--- src/rtl/imem_loader_pkg.sv ---
// ----------------------------------------------------------------------------
// imem_loader_pkg
//   Shared definitions for the instruction-memory loader:
//     - default memory geometry (DEPTH_DEF words, ADDR_W_DEF index bits)
//     - byte / word / length-field width constants
//     - FSM state encoding (state_e)
//     - rx_state(): the states in which the loader accepts bytes
//   Optional feature macro: IMEM_LOADER_CHECKSUM_EN adds the ST_CSUM state.
// ----------------------------------------------------------------------------
package imem_loader_pkg;

  localparam int DEPTH_DEF      = 64;
  localparam int ADDR_W_DEF     = 6;
  localparam int BYTE_W         = 8;
  localparam int WORD_W         = 32;
  localparam int BYTES_PER_WORD = 4;
  localparam int LEN_W          = 16;

  typedef enum logic [2:0] {
    ST_IDLE   = 3'd0,
    ST_LEN_LO = 3'd1,
    ST_LEN_HI = 3'd2,
    ST_DATA   = 3'd3,
`ifdef IMEM_LOADER_CHECKSUM_EN
    ST_CSUM   = 3'd4,
`endif
    ST_DONE   = 3'd5
  } state_e;

  // States in which a byte may be accepted; busy has the same set.
  function automatic logic rx_state(input state_e s);
    logic r;
    r = 1'b0;
    case (s)
      ST_LEN_LO,
      ST_LEN_HI,
`ifdef IMEM_LOADER_CHECKSUM_EN
      ST_CSUM,
`endif
      ST_DATA:  r = 1'b1;
      default:  r = 1'b0;
    endcase
    return r;
  endfunction

endpackage

--- src/rtl/imem_loader_byte_packer.sv ---
// ----------------------------------------------------------------------------
// byte_packer
//   Assembles little-endian program bytes into 32-bit words and produces a
//   one-cycle instruction-memory write for each completed word.
//
//   Ports:
//     clk, reset     clock, asynchronous active-low reset
//     clear          restart assembly (byte counter and shift register to 0)
//     accept         a data byte transfers on this rising edge
//     byte_in        the data byte
//     word_idx       index of the word currently being assembled
//     byte_cnt       byte position (0..3) of the next byte within its word
//     imem_we        write strobe, high for the cycle after the 4th byte
//     imem_addr      word-aligned byte address (4*word_idx), held between writes
//     imem_wdata     assembled word, held between writes
//
//   Bytes enter at the top of a shift register and move down, so after four
//   bytes byte 0 sits in [7:0] and byte 3 in [31:24]. The counter wraps 3->0
//   on the same edge that launches the write, so the next word's first byte
//   may be accepted during the write cycle.
// ----------------------------------------------------------------------------
module byte_packer
  import imem_loader_pkg::*;
#(
  parameter int ADDR_W = ADDR_W_DEF
) (
  input  logic                clk,
  input  logic                reset,
  input  logic                clear,
  input  logic                accept,
  input  logic [BYTE_W-1:0]   byte_in,
  input  logic [ADDR_W-1:0]   word_idx,
  output logic [1:0]          byte_cnt,
  output logic                imem_we,
  output logic [WORD_W-1:0]   imem_addr,
  output logic [WORD_W-1:0]   imem_wdata
);

  logic [1:0]        cnt_d,   cnt_q;
  logic [WORD_W-1:0] shift_d, shift_q;
  logic              we_d,    we_q;
  logic [WORD_W-1:0] addr_d,  addr_q;
  logic [WORD_W-1:0] wdata_d, wdata_q;

  always_comb begin
    cnt_d   = cnt_q;
    shift_d = shift_q;
    we_d    = 1'b0;
    addr_d  = addr_q;
    wdata_d = wdata_q;
    if (clear) begin
      cnt_d   = 2'd0;
      shift_d = '0;
    end else if (accept) begin
      shift_d = {byte_in, shift_q[WORD_W-1:BYTE_W]};
      cnt_d   = cnt_q + 2'd1;
      if (cnt_q == 2'd3) begin
        we_d    = 1'b1;
        addr_d  = WORD_W'({word_idx, 2'b00});
        wdata_d = {byte_in, shift_q[WORD_W-1:BYTE_W]};
      end
    end
  end

  always_ff @(posedge clk or negedge reset) begin
    if (!reset) begin
      cnt_q   <= 2'd0;
      shift_q <= '0;
      we_q    <= 1'b0;
      addr_q  <= '0;
      wdata_q <= '0;
    end else begin
      cnt_q   <= cnt_d;
      shift_q <= shift_d;
      we_q    <= we_d;
      addr_q  <= addr_d;
      wdata_q <= wdata_d;
    end
  end

  assign byte_cnt   = cnt_q;
  assign imem_we    = we_q;
  assign imem_addr  = addr_q;
  assign imem_wdata = wdata_q;

endmodule

--- src/rtl/imem_loader.sv ---
// ----------------------------------------------------------------------------
// imem_loader
//   Loads a program image from a byte stream into instruction memory while
//   holding the core in reset. Frame: 16-bit word count N (low byte first),
//   then 4*N little-endian data bytes. With IMEM_LOADER_CHECKSUM_EN defined,
//   one trailing byte must equal the XOR of every preceding frame byte.
//
//   Ports:
//     clk, reset      clock, asynchronous active-low reset
//     start           one-cycle load request, honoured only in IDLE or DONE
//     rx_data/valid   incoming byte stream
//     rx_ready        loader can take a byte this cycle
//     imem_we/addr/wdata  instruction-memory write port
//     core_reset      holds the core; released only by a successful load
//     busy, done, err load status (done/err held until the next start)
//     words_loaded    words written in the current load
//
//   Handshake: a byte transfers on a rising edge where rx_valid and rx_ready
//   are both 1. rx_ready is registered and depends only on loader state, never
//   on rx_valid; the sender may hold rx_valid high with fresh data each cycle.
//
//   The FSM state is kept in state_q (type state_e) for observation.
//   The last data byte moves the FSM to DONE (or CSUM) on the same edge that
//   launches the final write, so that write appears in the first DONE cycle
//   and no extra byte can be taken in between.
// ----------------------------------------------------------------------------
module imem_loader
  import imem_loader_pkg::*;
#(
  parameter int DEPTH  = DEPTH_DEF,
  parameter int ADDR_W = ADDR_W_DEF
) (
  input  logic              clk,
  input  logic              reset,
  input  logic              start,
  input  logic [BYTE_W-1:0] rx_data,
  input  logic              rx_valid,
  output logic              rx_ready,
  output logic              imem_we,
  output logic [WORD_W-1:0] imem_addr,
  output logic [WORD_W-1:0] imem_wdata,
  output logic              core_reset,
  output logic              busy,
  output logic              done,
  output logic              err,
  output logic [ADDR_W:0]   words_loaded
);

  state_e            state_d, state_q;
  logic [LEN_W-1:0]  len_d, len_q;
  logic [ADDR_W:0]   words_d, words_q;
  logic              rx_ready_d, rx_ready_q;
  logic              busy_d, busy_q;
  logic              done_d, done_q;
  logic              err_d, err_q;
  logic              core_reset_d, core_reset_q;
`ifdef IMEM_LOADER_CHECKSUM_EN
  logic [BYTE_W-1:0] xor_d, xor_q;
`endif

  logic              accept;
  logic              data_accept;
  logic              word_done;
  logic              pack_clear;
  logic [1:0]        byte_cnt;
  logic [LEN_W-1:0]  len_full;

  assign accept      = rx_valid & rx_ready_q;
  assign data_accept = accept && (state_q == ST_DATA);
  assign word_done   = data_accept && (byte_cnt == 2'd3);
  assign len_full    = {rx_data, len_q[BYTE_W-1:0]};

  byte_packer #(
    .ADDR_W (ADDR_W)
  ) u_packer (
    .clk        (clk),
    .reset      (reset),
    .clear      (pack_clear),
    .accept     (data_accept),
    .byte_in    (rx_data),
    .word_idx   (words_q[ADDR_W-1:0]),
    .byte_cnt   (byte_cnt),
    .imem_we    (imem_we),
    .imem_addr  (imem_addr),
    .imem_wdata (imem_wdata)
  );

  always_comb begin
    state_d      = state_q;
    len_d        = len_q;
    words_d      = words_q;
    done_d       = done_q;
    err_d        = err_q;
    core_reset_d = core_reset_q;
    pack_clear   = 1'b0;
`ifdef IMEM_LOADER_CHECKSUM_EN
    xor_d        = xor_q;
`endif

    case (state_q)
      ST_IDLE, ST_DONE: begin
        if (start) begin
          state_d      = ST_LEN_LO;
          len_d        = '0;
          words_d      = '0;
          done_d       = 1'b0;
          err_d        = 1'b0;
          core_reset_d = 1'b1;
          pack_clear   = 1'b1;
`ifdef IMEM_LOADER_CHECKSUM_EN
          xor_d        = '0;
`endif
        end
      end

      ST_LEN_LO: begin
        if (accept) begin
          len_d   = {len_q[LEN_W-1:BYTE_W], rx_data};
          state_d = ST_LEN_HI;
`ifdef IMEM_LOADER_CHECKSUM_EN
          xor_d   = xor_q ^ rx_data;
`endif
        end
      end

      ST_LEN_HI: begin
        if (accept) begin
          len_d = len_full;
`ifdef IMEM_LOADER_CHECKSUM_EN
          xor_d = xor_q ^ rx_data;
`endif
          if (len_full > LEN_W'(DEPTH)) begin
            // Oversized image: fail without touching memory or the core.
            state_d      = ST_DONE;
            done_d       = 1'b1;
            err_d        = 1'b1;
            core_reset_d = 1'b1;
          end else if (len_full == '0) begin
`ifdef IMEM_LOADER_CHECKSUM_EN
            state_d      = ST_CSUM;
`else
            state_d      = ST_DONE;
            done_d       = 1'b1;
            core_reset_d = 1'b0;
`endif
          end else begin
            state_d = ST_DATA;
          end
        end
      end

      ST_DATA: begin
`ifdef IMEM_LOADER_CHECKSUM_EN
        if (data_accept) begin
          xor_d = xor_q ^ rx_data;
        end
`endif
        if (word_done) begin
          words_d = words_q + 1'b1;
          if ((LEN_W'(words_q) + LEN_W'(1)) == len_q) begin
`ifdef IMEM_LOADER_CHECKSUM_EN
            state_d      = ST_CSUM;
`else
            state_d      = ST_DONE;
            done_d       = 1'b1;
            core_reset_d = 1'b0;
`endif
          end
        end
      end

`ifdef IMEM_LOADER_CHECKSUM_EN
      ST_CSUM: begin
        if (accept) begin
          state_d      = ST_DONE;
          done_d       = 1'b1;
          err_d        = (rx_data != xor_q);
          core_reset_d = (rx_data != xor_q);
        end
      end
`endif

      default: begin
        state_d = ST_IDLE;
      end
    endcase

    rx_ready_d = rx_state(state_d);
    busy_d     = rx_state(state_d);
  end

  always_ff @(posedge clk or negedge reset) begin
    if (!reset) begin
      state_q      <= ST_IDLE;
      len_q        <= '0;
      words_q      <= '0;
      rx_ready_q   <= 1'b0;
      busy_q       <= 1'b0;
      done_q       <= 1'b0;
      err_q        <= 1'b0;
      core_reset_q <= 1'b1;
`ifdef IMEM_LOADER_CHECKSUM_EN
      xor_q        <= '0;
`endif
    end else begin
      state_q      <= state_d;
      len_q        <= len_d;
      words_q      <= words_d;
      rx_ready_q   <= rx_ready_d;
      busy_q       <= busy_d;
      done_q       <= done_d;
      err_q        <= err_d;
      core_reset_q <= core_reset_d;
`ifdef IMEM_LOADER_CHECKSUM_EN
      xor_q        <= xor_d;
`endif
    end
  end

  assign rx_ready     = rx_ready_q;
  assign busy         = busy_q;
  assign done         = done_q;
  assign err          = err_q;
  assign core_reset   = core_reset_q;
  assign words_loaded = words_q;

endmodule

--- config.mk ---
export PLATFORM = sky130hd
export DESIGN_NAME = imem_loader
export DESIGN_NICKNAME = d
export VERILOG_FILES = /design/src/rtl/imem_loader_pkg.sv /design/src/rtl/imem_loader_byte_packer.sv /design/src/rtl/imem_loader.sv
export SDC_FILE = /design/constraint.sdc
export NUM_CORES = 1
export LEC_CHECK = 0
export CAP_MARGIN = 20
export CORE_ASPECT_RATIO = 1.2
export CORE_MARGIN = 2
export CORE_UTILIZATION = 50
export DETAILED_ROUTE_END_ITERATION = 8
export MAX_ROUTING_LAYER = met4
export PLACE_DENSITY = 0.77
export RECOVER_POWER = 50
export SYNTH_ARGS = -nofsm -noshare
export SYNTH_HDL_FRONTEND = slang
export SYNTH_HIERARCHICAL = 1
export SYNTH_SLANG_ARGS = --single-unit
--- constraint.sdc ---
create_clock -name clk -period 2.3 [get_ports clk]
set_input_delay 0.46 -clock clk [delete_from_list [all_inputs] [get_ports clk]]
set_output_delay 0.46 -clock clk [all_outputs]
set_load 0.005 [all_outputs]
==> summary.md, run 1 <==
| Metric | Value |
|---|---|
| Outcome | `finished, final reports clean` |
| Critical path origin | `state_q[0]$_DFF_PN0_` |
| Peak supply drop | `0.639 mV` |
| Final Hold Violating Endpoints | `0` |
| RSZ-0062 raised after global routing | `false` |
| Final WS setup | `0.258 ns` |
| Post-Syn Area | `4490 µm²` |
| Register area share after synthesis | `0.529` |
| Clock share of power | `0.176` |
| Sink Count | `95` |
| Post-synth EDFFs | `0` |
| Crit path max-delay family | `flip-flops` |
| Largest net degree at the start of global routing | `47` |
| Worst path required time | `2.55 ns` |
| Postcts setup bufs | `0` |
| Startpoint Class | `register` |
| Leakage power | `2.70 nW` |
| Ys Warns | `6` |
| CP max FO | `14` |
| Pwr dens | `1090 nW/µm²` |
| Fin crit share | `0.888` |
| PostCTS Resize Cnt | `0` |
| FF+latch count, synth | `95` |
| Longest Clk Path Bufs | `2` |
| Relative slew slack | `0.265` |
| Clk_skew | `0.00673 ns` |
| Final min period | `2.04 ns` |
| GRT met3 Usage | `0.0273` |
| CTS Hold Bufs | `0` |
| MaxCap Viol Count | `0` |
| Min Hold Slack | `0.289 ns` |
| Final nets | `478` |
| Clock latency on the worst-skew pair | `0.37 ns` |
| Core ar. | `8660 µm²` |
| Cells taking the most area after synthesis | `dfrtp_1 (52%), mux2_2 (7.3%), mux2i_1 (5.6%)` |
| Routed WL | `9560 µm` |
| I/O pins | `89` |
| Netlist cell types | `51` |
| # rows | `37` |
| Slowest stage cell, crit path | `dfrtp_1` |
| Drc violations | `0` |
| Setup crit end kind | `register` |
| CTS tree | `built` |
| HPWL Detailed | `6820 µm` |
| Slew Viols, Final | `0` |
| Sequential cell fraction of total power | `0.455` |
| First-pass GRT wire length | `16100 µm` |
| GRT met1 Usage | `0.276` |
| GR Util met2 | `0.349` |
| Clock slew at reported path FFs | `0.10 ns` |
| # fillers | `714` |
| Synth async-reset ratio | `1.00` |
| Overall Global Routing Usage | `0.215` |
| Hold crit path type | `in -> async` |
| Critical Path Max Stage Delay | `0.60 ns` |
| WS Path Type | `reg -> reg` |
| Die Width | `90.5 µm` |
| Setup TNS | `0 ns` |
| Cell Chain, Critical Path | `nor2_1 > o21bai_1 > inv_1 > nand3b_1 > buf_12 > mux2_4` |
| Routed length per instance | `16.3 µm` |
| Worst path buffer plus inverter count | `2` |
| Vias per cell | `5.38` |
| Post-Place Worst Slack | `0.0279 ns` |
| Comb power frac | `0.369` |
| Post-synth top cells | `dfrtp_1 (94), nor2_1 (52), buf_4 (30)` |
| Worst reg2reg path startpoint | `state_q[0]$_DFF_PN0_` |
| ANT cells | `0` |
| Antenna violations before repair | `0` |
| DRT antenna net count | `0` |
| Layout area overhead | `21.3%` |
| Die Y | `108 µm` |
| Fmax | `490 MHz` |
| Syn avg cell area | `11.6 µm²` |
| Sw frac | `0.347` |
| DRT Pass-1 Iters | `5` |
| CTS buffer count | `9` |
| Final Setup Violations | `0` |
| Cells after Synth | `386` |
| Die area | `9770 µm²` |
| Total grt overflow | `0` |
| Gr busiest metal | `met2` |
| Top-count cell post-synth | `dfrtp_1` |
| Root buf cell | `clkbuf_8` |
| Synth top area share | `0.523` |
| Net Switching | `2.07 mW` |
| Vias in the first global route | `3169` |
| Routability cong. | `0.824` |
| Vias | `3154` |
| Starting Density | `0.519` |
| Slew at the pin closest to its max-slew limit | `1.10 ns` |
| Worst Path Arrival | `2.29 ns` |
| Number of port buffers | `62` |
| Internal cell power | `3.89 mW` |
| Starting DRC count in detailed routing | `237` |
| Synth Flop Type | `dfrtp_1` |
| Top cell type by total area after synthesis | `dfrtp_1` |
| Layout cell share with drive strength beyond 1 | `0.192` |
| Clock H-tree levels | `3` |
flip-flops by register name, summed over array words and instances, names as in the netlist:
signal	count
u_packer/imem_wdata	32
u_packer/shift_q	24
len_q	16
words_loaded	7
u_packer/imem_addr	6
state_q	3
u_packer/byte_cnt	2
busy	1
core_reset	1
done	1
err	1
u_packer/imem_we	1
path summary, 6_finish.rpt:
| path | endpoint | slack [ns] | depth (start not counted) |
|---|---|---|---|
| worst min register to register | err$_DFFE_PN0P_ | 0.49 | 2 |
| worst max-delay path | u_packer/imem_wdata[24]$_DFFE_PN0P_ | 0.26 | 6 |
| max in group asynchronous | core_reset$_DFFE_PN1P_ | 0.99 | 2 |
| min in group clk | err$_DFFE_PN0P_ | 0.49 | 2 |
| worst min-delay path | u_packer/imem_addr[3]$_DFFE_PN0P_ | 0.29 | 1 |
| worst max register to register | u_packer/imem_wdata[24]$_DFFE_PN0P_ | 0.26 | 6 |
layer usage:
metal / vias up / wire length [µm]
met5: - / 0
met4: 0 / 210
met3: 16 / 385
met2: 94 / 4900
met1: 1591 / 4070
li1: 1453 / -
area by class of cell:
class	instances	area (µm²)	share of cell area
clock buffers	10	138	0.0252
clock inverters	6	52.6	0.00964
inverters	15	56.3	0.0103
multi-input cells	252	1820	0.333
flip-flops and latches	95	2380	0.436
well taps	117	146	0.0269
repair buffers	91	863	0.158
per-stage QoR:
stage | instance area (µm²) | power, mW | util | instances
floorplan | 4590 | 4.02 | - | 411
global placement | 5280 | 4.90 | 0.610 | 570
detailed placement | 5280 | 5.00 | 0.610 | 570
CTS | 5470 | 6.07 | 0.632 | 586
global route | 5450 | 6.37 | 0.630 | 586
finish | 5450 | 5.96 | 0.630 | 586
power groups by stage:
| stage | combinational (mW) | sequential [mW] | clock (mW) |
|---|---|---|---|
| after floorplan | 1.44 | 2.59 | 0 |
| after global placement | 2.18 | 2.72 | 0 |
| after detailed placement | 2.25 | 2.75 | 0 |
| after CTS | 2.26 | 2.72 | 1.08 |
| after global routing | 2.42 | 2.80 | 1.15 |
| final | 2.20 | 2.72 | 1.05 |
placed cells by master, fill, tap and decap left out, types with 9 or more instances in the layout:
cell type / instances
buf_4: 24
clkbuf_8: 10
clkdlybuf4s50_1: 40
conb_1: 26
dfrtp_1: 94
dlygate4sd3_1: 21
inv_1: 15
mux2_2: 29
mux2_4: 9
mux2i_1: 25
nand2_1: 12
nand3_1: 9
nor2_1: 51
o21ai_0: 11
logic make-up (layout without fill, tap and decap cells):
| group | after synthesis | in the layout | share of synthesized area |
|---|---|---|---|
| multiplexers | 63 | 63 | 0.158 |
| flip-flops | 95 | 95 | 0.529 |
| XOR/XNOR | 8 | 8 | 0.0156 |
| other | 1 | 26 | 0.000834 |
| adder cells (fa/ha/maj) | 2 | 2 | 0.00557 |
| buffers and inverters | 64 | 122 | 0.0863 |
| AO/OA/AOI/OAI | 55 | 55 | 0.0977 |
| AND/OR/NAND/NOR | 98 | 98 | 0.106 |
(Power assumes the default switching activity.)
==> inputs of run 2 (changes only) <==
==> constraint.sdc (replaced) <==
create_clock -name clk -period 2.3 [get_ports clk]
set_input_delay 0.69 -clock clk [delete_from_list [all_inputs] [get_ports clk]]
set_output_delay 0.69 -clock clk [all_outputs]
set_load 0.005 [all_outputs]
==> summary.md, run 2 (synthesis results as in run 1) <==
| Metric | Value |
|---|---|
| Outcome | `finished, final reports clean` |
| Pwr dens | `1100 nW/µm²` |
| Root buf cell | `clkbuf_8` |
| Worst Path Arrival | `2.44 ns` |
| Total grt overflow | `0` |
| MaxCap Viol Count | `0` |
| DRT Pass-1 Iters | `4` |
| Most frequent cells in the layout | `dfrtp_1 (94), nor2_1 (51), clkdlybuf4s50_1 (50), mux2_2 (29)` |
| Slew at the pin closest to its max-slew limit | `0.909 ns` |
| Clock share of power | `0.179` |
| Leakage power | `2.74 nW` |
| Starting Density | `0.519` |
| RR Endpoint | `len_q[14]$_DFFE_PN0P_` |
| Routability cong. | `0.849` |
| Commonest non-fill, non-tap cell in the layout | `dfrtp_1` |
| DRT antenna net count | `0` |
| Net Switching | `2.09 mW` |
| Internal cell power | `3.97 mW` |
| Min Hold Slack | `0.433 ns` |
| Fmax | `456 MHz` |
| WS Path Type | `in -> reg` |
| CP max FO | `15` |
| Vias per cell | `5.30` |
| Slew Viols, Final | `0` |
| Final Setup Violations | `0` |
| Relative slew slack | `0.394` |
| HPWL Detailed | `6720 µm` |
| Die Y | `108 µm` |
| Util after Layout | `0.638` |
| Area of the multi-input gates | `1830 µm²` |
| Sequential cell fraction of total power | `0.445` |
| Comb power frac | `0.376` |
| Startpoint Class | `input port` |
| Overall Global Routing Usage | `0.212` |
| CTS tree | `built` |
| ANT cells | `0` |
| R2r worst-path depth | `6` |
| Sink Count | `95` |
| Longest Clk Path Bufs | `2` |
| Vias in the first global route | `3182` |
| CTS Hold Bufs | `0` |
| I/O pins | `89` |
| Total power | `6.06 mW` |
| Final min period | `2.19 ns` |
| Sequential Area | `2380 µm²` |
| Largest net degree at the start of global routing | `39` |
| # rows | `37` |
| Setup crit end kind | `register` |
| Final nets | `484` |
| Peak supply drop | `0.665 mV` |
| PostCTS Resize Cnt | `0` |
| R2r setup slk | `0.31 ns` |
| Die Width | `90.5 µm` |
| Antenna violations before repair | `0` |
| Max reg flops | `32` |
| Fin crit share | `0.953` |
| Critical Path Max Stage Delay | `0.52 ns` |
| Final Hold Violating Endpoints | `0` |
| Postcts setup bufs | `0` |
| # fillers | `716` |
| Clk_skew | `0.0163 ns` |
| Number of port buffers | `62` |
| First-pass GRT wire length | `16000 µm` |
| Layout cell share with drive strength beyond 1 | `0.200` |
| Drc violations | `0` |
| Clock latency on the worst-skew pair | `0.36 ns` |
| CTS buffer count | `9` |
| Layout area overhead | `23.0%` |
| Clock slew at reported path FFs | `0.11 ns` |
| RSZ-0062 raised after global routing | `false` |
| Worst reg2reg path startpoint | `state_q[0]$_DFF_PN0_` |
| Vias | `3136` |
| Slowest stage cell, crit path | `clkdlybuf4s50_1` |
| Sw frac | `0.345` |
| Starting DRC count in detailed routing | `178` |
| Die area | `9770 µm²` |
| Hold crit path type | `in -> async` |
| Routed length per instance | `15.7 µm` |
| Core ar. | `8660 µm²` |
| Routed WL | `9290 µm` |
| Clock H-tree levels | `3` |
| Cell Chain, Critical Path | `clkdlybuf4s50_1 > nand4b_4 > buf_4 > nor2_4 > clkbuf_1 > buf_12 > mux2i_1 > nor2_1` |
| Worst path required time | `2.55 ns` |
run 2: changes by cell type in the layout (fill, tap and decap cells not counted), sizes merged:
| cell | delta |
|---|---|
| dlymetal6s2s | +1 |
| clkbuf | +2 |
| dlygate4sd3 | -10 |
| clkinvlp | -1 |
| clkinv | +1 |
| clkdlybuf4s50 | +10 |
| buf | +3 |
run 2: cell type report:
class | count | area share
Inverter | 15 | 0.0102
Timing Repair Buffer | 97 | 0.167
Tap cell | 117 | 0.0265
Clock inverter | 6 | 0.0111
Sequential cell | 95 | 0.430
Multi-Input combinational cell | 252 | 0.330
Clock buffer | 10 | 0.0249
run 2: routing by layer:
metal | vias to the layer above | global-route usage | wire length, µm
met4 | 0 | 0.0868 | 202
met1 | 1562 | 0.271 | 4020
li1 | 1464 | - | -
met3 | 17 | 0.0252 | 383
met5 | - | - | 0
met2 | 93 | 0.345 | 4690
run 2: how the worst max path moves through the flow:
| stage | startpoint | to | slack [ns] | cells past startpoint |
|---|---|---|---|---|
| 2_1_floorplan | state_q[0]$_DFF_PN0_ | u_packer/imem_wdata[22]$_DFFE_PN0P_ | 0.26 | 10 |
| 3_3_place_gp | rx_valid | busy$_DFF_PN0_ | -0.15 | 6 |
| 3_5_place_dp | rx_valid | state_q[2]$_DFF_PN0_ | -0.18 | 6 |
| 4_1_cts | words_loaded[3]$_DFFE_PN0P_ | words_loaded[3] | 0.10 | 1 |
| 5_1_grt | rx_valid | u_packer/shift_q[19]$_DFFE_PN0P_ | 0.02 | 8 |
| 6_report | rx_valid | u_packer/shift_q[13]$_DFFE_PN0P_ | 0.11 | 8 |
run 2: critical path, delay by kind of cell:
family / cells / cell delay [ns]
buffers and inverters: 4 / 1.21
and+or+nand+nor: 3 / 0.30
muxes: 1 / 0.22
run 2: through the flow:
step,setup TNS (ns),setup WS (ns),area [µm²],cells
3_5_place_dp,-6.37,-0.177,5380,576
3_3_place_gp,-4.25,-0.151,5380,576
4_1_cts,0,0.105,5580,592
5_1_grt,0,0.0232,5530,592
2_1_floorplan,0,0.261,4590,411
6_report,0,0.107,5530,592
run 2: power by group through the flow:
stage	logic, mW	registers (mW)	clock network, mW
global placement	2.28	2.72	0
floorplan	1.44	2.59	0
detailed placement	2.35	2.73	0
finish	2.28	2.70	1.08
global route	2.52	2.78	1.18
CTS	2.36	2.71	1.12
==> inputs of run 3 (changes only) <==
--- a/config.mk
+++ b/config.mk
@@ -6,7 +6,6 @@
 export NUM_CORES = 1
 export LEC_CHECK = 0
 export CAP_MARGIN = 20
-export CORE_ASPECT_RATIO = 1.2
 export CORE_MARGIN = 2
 export CORE_UTILIZATION = 50
 export DETAILED_ROUTE_END_ITERATION = 8
@@ -17,3 +16,4 @@
 export SYNTH_HDL_FRONTEND = slang
 export SYNTH_HIERARCHICAL = 1
 export SYNTH_SLANG_ARGS = --single-unit
+export TNS_END_PERCENT = 10
==> summary.md, run 3 (synthesis results as in run 1) <==
| Metric | Value |
|---|---|
| Die area | `9760 µm²` |
| Internal cell power | `4.20 mW` |
| First-pass GRT wire length | `15800 µm` |
| Drc violations | `0` |
| MaxCap Viol Count | `0` |
| Slew at the pin closest to its max-slew limit | `1.09 ns` |
| Number of port buffers | `62` |
| Core ar. | `8720 µm²` |
| Sw frac | `0.331` |
| Outcome | `finished, final reports clean` |
| Net Switching | `2.07 mW` |
| Fmax | `456 MHz` |
| Fin crit share | `0.953` |
| CTS buffer count | `9` |
| Clock share of power | `0.199` |
| Final nets | `484` |
| DRT antenna net count | `0` |
| Critical Path Max Stage Delay | `0.46 ns` |
| Worst path buffer plus inverter count | `1` |
| Clock H-tree levels | `3` |
| CP max FO | `3` |
| Max reg flops | `32` |
| CTS Hold Bufs | `0` |
| Util after Layout | `0.635` |
| Worst path required time | `2.54 ns` |
| Sequential Area | `2380 µm²` |
| Peak supply drop | `0.580 mV` |
| Worst Path Arrival | `2.43 ns` |
| I/O pins | `89` |
| Routability cong. | `0.840` |
| Final min period | `2.19 ns` |
| ANT cells | `0` |
| Longest Clk Path Bufs | `2` |
| Root buf cell | `clkbuf_8` |
| Largest net degree at the start of global routing | `53` |
| Most frequent cells in the layout | `dfrtp_1 (94), nor2_1 (51), clkdlybuf4s50_1 (48), mux2_2 (29), buf_4 (27)` |
| Comb power frac | `0.367` |
| Layout cell share with drive strength beyond 1 | `0.198` |
| Die Width | `98.8 µm` |
| Layout area overhead | `23.2%` |
| Total grt overflow | `0` |
| Vias per cell | `5.47` |
| Cell Chain, Critical Path | `clkdlybuf4s50_1 > nor4_1 > nand3_1 > nor3b_1 > nor3_1 > a311o_1` |
| Slew Viols, Final | `0` |
| Overall Global Routing Usage | `0.209` |
| Antenna violations before repair | `0` |
| Relative slew slack | `0.275` |
| HPWL Detailed | `6660 µm` |
| Vias in the first global route | `3111` |
| Starting DRC count in detailed routing | `194` |
| Sequential cell fraction of total power | `0.434` |
| Clk_skew | `0.0113 ns` |
| Postcts setup bufs | `0` |
| Clock latency on the worst-skew pair | `0.36 ns` |
| Crit path max-delay family | `simple AND/OR/NAND/NOR gates` |
| # fillers | `669` |
| Die Y | `98.8 µm` |
| Area of the multi-input gates | `1830 µm²` |
| Final Setup Violations | `0` |
| Startpoint Class | `input port` |
| CTS tree | `built` |
| Setup crit end kind | `register` |
| Leakage power | `2.76 nW` |
| Sink Count | `95` |
| Hold crit path type | `reg -> reg` |
| Slowest stage cell, crit path | `clkdlybuf4s50_1` |
| Routed WL | `9570 µm` |
| WS Path Type | `in -> reg` |
| RSZ-0062 raised after global routing | `false` |
| Final Hold Violating Endpoints | `0` |
| # rows | `34` |
| DRT Pass-1 Iters | `4` |
| Routed length per instance | `16.5 µm` |
| Min Hold Slack | `0.472 ns` |
| Pwr dens | `1130 nW/µm²` |
| Commonest non-fill, non-tap cell in the layout | `dfrtp_1` |
| Starting Density | `0.515` |
| Clock slew at reported path FFs | `0.09 ns` |
| PostCTS Resize Cnt | `0` |
| Vias | `3185` |
-- run 3: cell count changes in the layout (fill, tap and decap cells not counted), sizes merged --
cell           change
clkinv             -1
bufinv             +2
dlygate4sd3        +2
inv                -2
clkbuf             +1
clkdlybuf4s50      -2
clkinvlp           -1
-- run 3: power by group through the flow --
stage / sequential, mW / clock (mW) / combinational [mW]
floorplan: 2.59 / 0 / 1.44
global placement: 2.72 / 0 / 2.26
detailed placement: 2.74 / 0 / 2.34
CTS: 2.72 / 1.27 / 2.37
global route: 2.79 / 1.33 / 2.51
finish: 2.72 / 1.25 / 2.30
-- run 3: area by class of cell --
cell class                      count  area share
Clock buffer                       11      0.0273
Timing Repair Buffer               97       0.164
Multi-Input combinational cell    252       0.330
Sequential cell                    95       0.430
Clock inverter                      4      0.0140
Tap cell                          108      0.0244
Inverter                           15      0.0102
-- run 3: path summary, 6_finish.rpt --
check	slack, ns	depth (start not counted)	startpoint	to
hold reg to reg	0.47	2	err$_DFFE_PN0P_	err$_DFFE_PN0P_
setup reg to reg	0.22	6	words_loaded[0]$_DFFE_PN0P_	state_q[2]$_DFF_PN0_
hold / removal	0.47	2	err$_DFFE_PN0P_	err$_DFFE_PN0P_
min in group asynchronous	0.50	1	reset	u_packer/shift_q[31]$_DFFE_PN0P_
max in group asynchronous	0.43	2	reset	len_q[3]$_DFFE_PN0P_
setup / recovery	0.11	6	rx_data[4]	state_q[2]$_DFF_PN0_
-- run 3: worst register-to-register path, stage by stage, from the launching register on --
cell       delay [ns]
dfrtp_1          0.38
ha_1             0.33
inv_1            0.18
or3_1            0.41
a31oi_2          0.23
a2111oi_4        0.13
a311o_1          0.31
-- run 3: through the flow --
stage	instances	power, mW	area (µm²)	TNS (ns)	setup slack [ns]
final	582	6.27	5540	0	0.109
after global routing	582	6.63	5540	0	0.00321
after CTS	582	6.36	5570	0	0.132
after detailed placement	567	5.08	5340	-5.58	-0.205
after global placement	567	4.98	5340	-3.71	-0.159
after floorplan	411	4.02	4590	0	0.261
-- run 3: routing by layer --
metal,vias up,global-route usage,wire [µm]
met3,14,0.0319,586
met1,1579,0.287,4110
li1,1455,-,-
met4,0,0.0695,106
met5,-,-,0
met2,137,0.323,4770
